===== src/rtl/cdclib_pulse_shrink_pkg.sv =====
// Shared types and constants for the cdclib pulse shrinker.
package cdclib_pulse_shrink_pkg;

    typedef enum logic [1:0] {
        IDLE   = 2'd0,
        QUAL   = 2'd1,
        ACTIVE = 2'd2,
        GAP    = 2'd3
    } state_e;

    localparam int             CNT_W    = 2;
    localparam int             PCNT_W   = 8;
    localparam logic [PCNT_W-1:0] PCNT_MAX = 8'hFF;

endpackage


===== src/rtl/cdclib_pulse_shrink_sync.sv =====
// Two-flop synchronizer with synchronous active-high reset to RESET_VAL.
module cdclib_pulse_shrink_sync #(
    parameter logic RESET_VAL = 1'b0
) (
    input  logic clk_i,
    input  logic rst_i,
    input  logic d_i,
    output logic q_o
);

    logic s1_q;
    logic s2_q;

    always_ff @(posedge clk_i) begin
        if (rst_i) begin
            s1_q <= RESET_VAL;
            s2_q <= RESET_VAL;
        end else begin
            s1_q <= d_i;
            s2_q <= s1_q;
        end
    end

    assign q_o = s2_q;

endmodule


===== src/rtl/cdclib_pulse_shrink.sv =====
// Qualifies a stretched pulse level and emits one single-cycle pulse per event.
// Optional input synchronizer enabled by CDCLIB_PULSE_SHRINK_SYNC_EN.
module cdclib_pulse_shrink
    import cdclib_pulse_shrink_pkg::*;
#(
    parameter int RESET_VAL  = 0,
    parameter int HIGH_PULSE = 1
) (
    input  logic              clk,
    input  logic              rst,
    input  logic [1:0]        r_num_stages,
    input  logic              cnt_clr,
    input  logic              data_in,
    output logic              pulse_out,
    output logic              data_out,
    output logic              pulse_err,
    output logic [PCNT_W-1:0] pulse_cnt
);

    localparam logic ACT_LVL = (HIGH_PULSE != 0);
    localparam logic RST_LVL = (RESET_VAL != 0);

    logic              din_s;
    logic              in_q;
    state_e            state_q, state_d;
    logic [CNT_W-1:0]  cnt_q, cnt_d;
    logic              pulse_q, pulse_d;
    logic              err_q, err_d;
    logic              dout_q, dout_d;
    logic [PCNT_W-1:0] pcnt_q, pcnt_d;

`ifdef CDCLIB_PULSE_SHRINK_SYNC_EN
    cdclib_pulse_shrink_sync #(
        .RESET_VAL (~ACT_LVL)
    ) u_sync (
        .clk_i (clk),
        .rst_i (rst),
        .d_i   (data_in),
        .q_o   (din_s)
    );
`else
    assign din_s = data_in;
`endif

    always_comb begin
        state_d = state_q;
        cnt_d   = cnt_q;
        pulse_d = 1'b0;
        err_d   = 1'b0;
        unique case (state_q)
            IDLE: begin
                if (in_q) begin
                    if (r_num_stages == 2'd0) begin
                        state_d = ACTIVE;
                        pulse_d = 1'b1;
                    end else begin
                        state_d = QUAL;
                        cnt_d   = 2'd1;
                    end
                end
            end
            QUAL: begin
                if (!in_q) begin
                    state_d = IDLE;
                    err_d   = 1'b1;
                    cnt_d   = '0;
                end else if (cnt_q >= r_num_stages) begin
                    state_d = ACTIVE;
                    pulse_d = 1'b1;
                    cnt_d   = '0;
                end else begin
                    cnt_d = cnt_q + 2'd1;
                end
            end
            ACTIVE: begin
                if (!in_q) begin
                    if (r_num_stages == 2'd0) begin
                        state_d = IDLE;
                        cnt_d   = '0;
                    end else begin
                        state_d = GAP;
                        cnt_d   = 2'd1;
                    end
                end
            end
            GAP: begin
                // A short dropout returns to ACTIVE without re-firing pulse_out.
                if (in_q) begin
                    state_d = ACTIVE;
                    cnt_d   = '0;
                end else if (cnt_q >= r_num_stages) begin
                    state_d = IDLE;
                    cnt_d   = '0;
                end else begin
                    cnt_d = cnt_q + 2'd1;
                end
            end
            default: begin
                state_d = IDLE;
                cnt_d   = '0;
            end
        endcase
    end

    always_comb begin
        dout_d = ((state_d == ACTIVE) || (state_d == GAP)) ? ACT_LVL : ~ACT_LVL;
        // Counter moves on the same edge as pulse_out; a clear on that edge wins.
        if (cnt_clr) begin
            pcnt_d = '0;
        end else if (pulse_d && (pcnt_q != PCNT_MAX)) begin
            pcnt_d = pcnt_q + 8'd1;
        end else begin
            pcnt_d = pcnt_q;
        end
    end

    always_ff @(posedge clk) begin
        if (rst) begin
            in_q    <= 1'b0;
            state_q <= IDLE;
            cnt_q   <= '0;
            pulse_q <= 1'b0;
            err_q   <= 1'b0;
            dout_q  <= RST_LVL;
            pcnt_q  <= '0;
        end else begin
            in_q    <= ACT_LVL ? din_s : ~din_s;
            state_q <= state_d;
            cnt_q   <= cnt_d;
            pulse_q <= pulse_d;
            err_q   <= err_d;
            dout_q  <= dout_d;
            pcnt_q  <= pcnt_d;
        end
    end

    assign pulse_out = pulse_q;
    assign pulse_err = err_q;
    assign data_out  = dout_q;
    assign pulse_cnt = pcnt_q;

endmodule


===== config.mk =====
export PLATFORM = sky130hd
export DESIGN_NAME = cdclib_pulse_shrink
export DESIGN_NICKNAME = d
export VERILOG_FILES = /design/src/rtl/cdclib_pulse_shrink_pkg.sv /design/src/rtl/cdclib_pulse_shrink_sync.sv /design/src/rtl/cdclib_pulse_shrink.sv
export SDC_FILE = /design/constraint.sdc
export NUM_CORES = 1
export LEC_CHECK = 0
export BUFFER_PORTS_ARGS = -buffer_cell sky130_fd_sc_hd__clkbuf_2
export CORE_MARGIN = 2
export CORE_UTILIZATION = 35
export DETAILED_ROUTE_END_ITERATION = 7
export PLACE_DENSITY = 0.62
export SETUP_SLACK_MARGIN = 0.05
export SYNTH_ARGS = -nofsm -noshare
export SYNTH_HDL_FRONTEND = slang
export SYNTH_HIERARCHICAL = 1
export SYNTH_SLANG_ARGS = --single-unit

===== constraint.sdc =====
create_clock -name clk -period 3.3 [get_ports clk]
set_clock_uncertainty 0.05 [all_clocks]
set_input_delay 0 -clock clk [delete_from_list [all_inputs] [get_ports clk]]
set_output_delay 0 -clock clk [all_outputs]
set_load 0.01 [all_outputs]

==> reports/qor.csv, run 1 <==
stage;metric;value;unit
synthesis;yosys_warnings;6;
placed_design;dp_cells;132;
grt;grt-ovfl-total;0;
cells_and_area;drive_gt1_share;23.4;%
grt;grt_pass1_wl;3110;microns
cells_and_area;mostFrequentLayoutCells;clkbuf_2 (16), dfxtp_1 (15), nand2_1 (8);
worst_setup_path;r2r-start;cnt_q[0];
cells_and_area;final_common_cell;clkbuf_2;
sta;fin_crit;1.88;ns
cells_and_area;syn2layout_area_growth;18.8;%
status;status;completed;
floorplanning;die_area;2730;sq um
synthesis;netlist_area;813;sq um
sta;report.final.slew_viol_count;0;
floorplanning;die-width;52.2;microns
clock_tree;htree_levels;1;
floorplanning;die_h;52.2;microns
worst_setup_path;path_max_fanout;9;
worst_setup_path;r2r_cells;6;
floorplanning;start_util;36.8;%
detailed_routing;first_iter_violations;19;
worst_setup_path;critPathKind;reg -> reg;
worst_setup_path;crit_path_start_kind;register;
worst_setup_path;endpoint_kind;register;
synthesis;ys_seq_area_share;36.9;%
clock_tree;cts-resized-gates;0;
grt;first_global_vias;727;
clock_tree;cts_tree;yes;
placed_design;dpl_worst_slack;1.44;ns
sta;timing.setup.tns;0;ns
clock_tree;clk_path_buf_depth;2;
sta;fin_ws;1.42;ns
sta;tightest_slew;0.546;ns
sta;hold_viol;0;
worst_setup_path;required;3.46;ns
worst_setup_path;cp.arrival;2.04;ns
sta;setup_viol;0;
sta;rsz0062_at_grt;false;
cells_and_area;final_util;43.7;%
detailed_routing;drtPass1Iterations;4;
sta;min_period_over_period;57.0;%
worst_setup_path;reg2reg_to;cnt_q[1];
power;p_leak;0.384;nW
synthesis;syn_nets;100;
clock_tree;clock_sink_count;15;
detailed_routing;vias_per_cell;5.40;
min_path;min_path_type;in -> reg;
synthesis;syn_inst;91;
synthesis;yosysUniqueCellTypes;37;
placed_design;dpl.hpwl;1410;microns
grt;antenna_found_initial;0;
placed_design;port_buffers;16;
clock_tree;cts_root_buf;clkbuf_4;
cells_and_area;nets;121;
grt;grtUsageTotal;15.2;%
floorplanning;io_pins;17;
run;max-cap-violations;0;
grt;grt_max_degree;13;
detailed_routing;vias;751;
placed_design;gp_congestion;0.845;
power;ir_worst_vdd;249;uV
worst_setup_path;critPathCapture;cnt_q[1];
floorplanning;rows;17;
synthesis;synth-seq-cells;15;
power;powerDensity;346;nW/um^2
cells_and_area;diodes;0;
synthesis;synth_area_per_cell;8.94;sq um
cells_and_area;fill_cells;235;
floorplanning;core_area;2210;sq um
clock_tree;clkTransAtPathRegs;0.09;ns
clock_tree;clock_latency;0.27;ns
sta;max_freq;0.532;GHz
worst_setup_path;startpoint;cnt_q[0];
sta;maxSlewHeadroom;63.6;%
detailed_routing;routed_wl;1810;microns
detailed_routing;drcViolationCount;0;
cells_and_area;fin_cells;139;
clock_tree;cts_made_buffers;3;
detailed_routing;drtAntennaViolNets;0;
worst_setup_path;ff2ff_setup_slack;1.42;ns
detailed_routing;wl_per_cell;13.0;microns
cell families (layout without fill, tap and decap cells):
kind of cell / count (synthesis) / in the layout / synth area share, %
mux: 3 / 3 / 3.69
simple gates: 42 / 42 / 30.8
xor+xnor: 1 / 1 / 1.08
compound gates: 21 / 21 / 19.2
fa+ha+maj: 3 / 3 / 4.62
buf+inv: 6 / 26 / 3.69
flops: 15 / 15 / 36.9
worst min-delay path by stage:
stage	from	end	slack (ns)	cells after the start
after CTS	r_num_stages[0]	register	0.08	4
after global routing	r_num_stages[0]	register	0.11	4
after detailed placement	data_in	in_q	0.17	2
after global placement	data_in	in_q	0.16	2
after floorplan	data_in	in_q	0.08	1
final	r_num_stages[0]	register	0.08	4
sequential cells by signal (all words and copies together), names as in the netlist, named ones only:
signal	count
pulse_cnt	8
cnt_q	2
pulse_out	1
pulse_err	1
in_q	1
state_q	1
layout make-up:
class / instances / area (sq um) / area share (%)
clock buffer: 4 / 26.3 / 2.72
inverter: 3 / 11.3 / 1.17
multi-input combinational: 70 / 483 / 50.0
sequential: 15 / 300 / 31.1
tap: 28 / 35.0 / 3.63
timing repair buffer: 19 / 110 / 11.4
per-layer routing:
| metal | up-vias | part of all wire [%] | track usage [%] |
|---|---|---|---|
| met2 | 13 | 50 | 26.6 |
| li1 | 387 | - | - |
| met4 | 0 | 1.5 | 5.98 |
| met5 | - | 0 | 0 |
| met3 | 4 | 3.3 | 3.71 |
| met1 | 347 | 45 | 17.8 |
cell usage after synthesis:
cell | number | share of area, %
dfxtp_1 | 15 | 37
nand2_1 | 8 | 3.7
a21oi_1 | 5 | 3.1
nand3_1 | 4 | 2.5
a211oi_1 | 3 | 2.8
and2_1 | 3 | 2.3
and3_1 | 3 | 2.3
ha_1 | 3 | 4.6
inv_1 | 3 | 1.4
mux2i_1 | 3 | 3.7
nor2_1 | 3 | 1.4
nor4_1 | 3 | 2.3
o41ai_1 | 3 | 3.2
or3_1 | 3 | 2.3
clkbuf_1 | 2 | 0.92
nand4_1 | 2 | 1.5
nor2b_1 | 2 | 1.5
o21ai_0 | 2 | 1.2
o31ai_1 | 2 | 1.8
or4_1 | 2 | 1.8
a2111oi_0 | 1 | 1.1
a21bo_2 | 1 | 1.2
a21o_1 | 1 | 0.92
a41o_2 | 1 | 1.4
a41oi_1 | 1 | 1.1
and2b_1 | 1 | 0.92
and4_4 | 1 | 1.4
buf_6 | 1 | 1.4
nand2b_1 | 1 | 0.77
nand2b_4 | 1 | 1.7
nor3_1 | 1 | 0.61
nor4b_1 | 1 | 1.1
o21bai_2 | 1 | 1.4
or2_1 | 1 | 0.77
or2_2 | 1 | 0.77
or2b_2 | 1 | 1.1
xnor2_1 | 1 | 1.1
power by group:
| part | leakage [nW] | total (W) | internal [W] | switching, W |
|---|---|---|---|---|
| logic | 0.248 | 0.0000427 | 0.0000195 | 0.0000232 |
| registers | 0.122 | 0.000189 | 0.000185 | 0.00000362 |
| clock network | 0.0150 | 0.000103 | 0.0000468 | 0.0000562 |
through the flow:
stage                     hold slack [ns]  area, sq um  total power (W)
after floorplan                    0.0782          813         0.000221
after global placement              0.158          910         0.000230
after detailed placement            0.167          910         0.000233
after CTS                          0.0787          966         0.000339
after global routing                0.110          966         0.000356
final                              0.0820          966         0.000334
timing repair:
action / 4_1_cts / 5_1_grt
setup buffers: 0 / 0
setup endpoints to repair: 0 / 0
hold endpoints to repair: 4 / 0
hold buffers: 3 / 0
critical path, cell delays in order, from the launching register on:
cell and delay, ns:
dfxtp_1 0.35, inv_1 0.06, ha_1 0.26, nand2b_4 0.15, a21o_1 0.28, or4_1 0.55, a21oi_1 0.13
(Power assumes the default switching activity.)
==> inputs of run 2 (changes only) <==
- clock period: 3.3 -> 1.85 ns (I/O delays scaled with it)
==> reports/qor.csv, run 2 (same netlist as run 1, synthesis figures left out) <==
stage;metric;value;unit;change
floorplanning;die_h;52.2;microns;unchanged
worst_setup_path;crit_slowest_cell;or4_1;;unchanged
sta;timing.setup.tns;0;ns;unchanged
cells_and_area;multi_input_area;512;sq um;was 483 sq um
floorplanning;die_area;2730;sq um;unchanged
sta;maxSlewHeadroom;74.9;%;was 63.6%
clock_tree;cts_root_buf;clkbuf_4;;unchanged
detailed_routing;drtPass1Iterations;4;;unchanged
worst_setup_path;required;2.03;ns;was 3.46 ns
grt;grt.met3_usage;4.00;%;was 3.71%
grt;grt-ovfl-total;0;;unchanged
sta;min_period_over_period;91.5;%;was 57.0%
grt;met1_usage;18.7;%;was 17.8%
clock_tree;cts_made_buffers;3;;unchanged
sta;fin_crit;1.69;ns;was 1.88 ns
cells_and_area;seqCellArea;302;sq um;was 300 sq um
sta;hold_viol;0;;unchanged
status;status;completed;;unchanged
floorplanning;die-width;52.2;microns;unchanged
sta;report.final.slew_viol_count;0;;unchanged
placed_design;port_buffers;16;;unchanged
cells_and_area;drive_gt1_share;31.0;%;was 23.4%
worst_setup_path;reg2reg_to;pulse_cnt[0];;was cnt_q[1]
cells_and_area;final_common_cell;clkbuf_2;;unchanged
worst_setup_path;endpoint_kind;register;;unchanged
placed_design;gp_congestion;0.845;;about the same
placed_design;dpl.hpwl;1310;microns;was 1410 microns
worst_setup_path;r2r-start;cnt_q[0];;unchanged
grt;antenna_found_initial;0;;unchanged
detailed_routing;routed_wl;1920;microns;was 1810 microns
power;powerDensity;619;nW/um^2;was 346 nW/um^2
worst_setup_path;path_max_fanout;7;;was 9
grt;grtUsageTotal;15.1;%;was 15.2%
cells_and_area;final_util;45.8;%;was 43.7%
grt;grt_max_degree;13;;unchanged
sta;setup_viol;0;;unchanged
floorplanning;rows;17;;unchanged
detailed_routing;drcViolationCount;0;;unchanged
min_path;hp-start;r_num_stages[1];;was r_num_stages[0]
detailed_routing;vias;774;;was 751
detailed_routing;first_iter_violations;11;;was 19
cells_and_area;nets;123;;was 121
grt;grt_busiest_layer;met2;;unchanged
placed_design;dpl_worst_slack;0.0975;ns;was 1.44 ns
detailed_routing;vias_per_cell;5.49;;was 5.40
detailed_routing;drtAntennaViolNets;0;;unchanged
run;max-cap-violations;0;;unchanged
cells_and_area;largest_register_ffs;8;;unchanged
clock_tree;clk_path_buf_depth;2;;unchanged
clock_tree;cts_setup_buffers;0;;unchanged
cells_and_area;mostFrequentLayoutCells;clkbuf_2 (16), dfxtp_1 (14), nand2_1 (8);;was clkbuf_2 (16), dfxtp_1 (15), nand2_1 (8)
min_path;min_path_type;in -> reg;;unchanged
sta;rsz0062_at_grt;false;;unchanged
worst_setup_path;r2r_cells;6;;unchanged
power;p_leak;0.394;nW;was 0.384 nW
sta;fin_ws;0.158;ns;was 1.42 ns
clock_tree;cts_tree;yes;;unchanged
worst_setup_path;crit_path_start_kind;register;;unchanged
grt;grt_pass1_wl;3000;microns;was 3110 microns
sta;max_freq;0.591;GHz;was 0.532 GHz
cells_and_area;syn2layout_area_growth;24.6;%;was 18.8%
worst_setup_path;cp.arrival;1.88;ns;was 2.04 ns
floorplanning;io_pins;17;;unchanged
floorplanning;core_area;2210;sq um;unchanged
clock_tree;clkTransAtPathRegs;0.10;ns;was 0.09 ns
cells_and_area;fill_cells;236;;was 235
grt;first_global_vias;706;;was 727
worst_setup_path;critPathKind;reg -> reg;;unchanged
worst_setup_path;ff2ff_setup_slack;0.16;ns;was 1.42 ns
clock_tree;clock_latency;0.29;ns;was 0.27 ns
cells_and_area;diodes;0;;unchanged
clock_tree;clock_sink_count;15;;unchanged
worst_setup_path;max_stage_delay;0.52;ns;was 0.55 ns
sta;tightest_slew;0.374;ns;was 0.546 ns
floorplanning;start_util;36.8;%;unchanged
worst_setup_path;crit_chain;inv_2 > ha_1 > nand2b_4 > a21oi_2 > or4_1 > a21oi_1;;was inv_1 > ha_1 > nand2b_4 > a21o_1 > or4_1 > a21oi_1
detailed_routing;wl_per_cell;13.6;microns;was 13.0 microns
min_path;whs_path_depth;4;;unchanged
clock_tree;htree_levels;1;;unchanged
grt;met2_usage;23.8;%;was 26.6%
power;ir_worst_vdd;344;uV;was 249 uV
run 2: how the worst max path moves through the flow:
stage,from,endpoint,slack [ns]
detailed placement,cnt_q[0],cnt_q[1],0.1
CTS,cnt_q[0],cnt_q[0],0.08
floorplan,cnt_q[0],cnt_q[1],0.06
global placement,cnt_q[0],cnt_q[0],0.1
global route,cnt_q[0],cnt_q[0],0.04
finish,cnt_q[0],pulse_cnt[0],0.16
run 2: final cells by class:
cell class                 count  share of cell area, %
inverter                       3                   1.11
multi-input combinational     70                   50.5
sequential                    15                   29.8
clock buffer                   4                   2.59
timing repair buffer          21                   12.6
tap                           28                   3.46
run 2: timing repair:
item                                    in CTS  in global routing
resized for setup                            0                 10
endpoints found under the hold margin        9                  0
hold buffers                                 4                  0
endpoints found under the setup margin       0                  7
run 2: metal layers:
metal | routed length, microns | vias up
met1 | 889 | 365
met3 | 78 | 4
met5 | 0 | -
met2 | 926 | 18
met4 | 29 | 0
li1 | - | 387
run 2: per-stage QoR:
stage	cell area (sq um)	std cells	hold slack, ns	power [W]
4_1_cts	983	141	0.0733	0.000613
5_1_grt	1010	141	0.110	0.000647
6_report	1010	141	0.0698	0.000628
3_3_place_gp	917	133	0.161	0.000414
2_1_floorplan	813	91	0.0782	0.000395
3_5_place_dp	917	133	0.165	0.000415
run 2: critical path: cells and delay by family, from the launching register on:
kind / cells / cell delay (ns)
compound gates: 2 / 0.26
fa+ha+maj: 1 / 0.26
buf+inv: 1 / 0.04
flops: 1 / 0.37
simple gates: 2 / 0.65
run 2: power by group:
part           switching [W]  leakage [nW]  internal (W)
registers         0.00000753         0.122      0.000331
logic              0.0000451         0.257     0.0000381
clock network       0.000122        0.0150     0.0000840
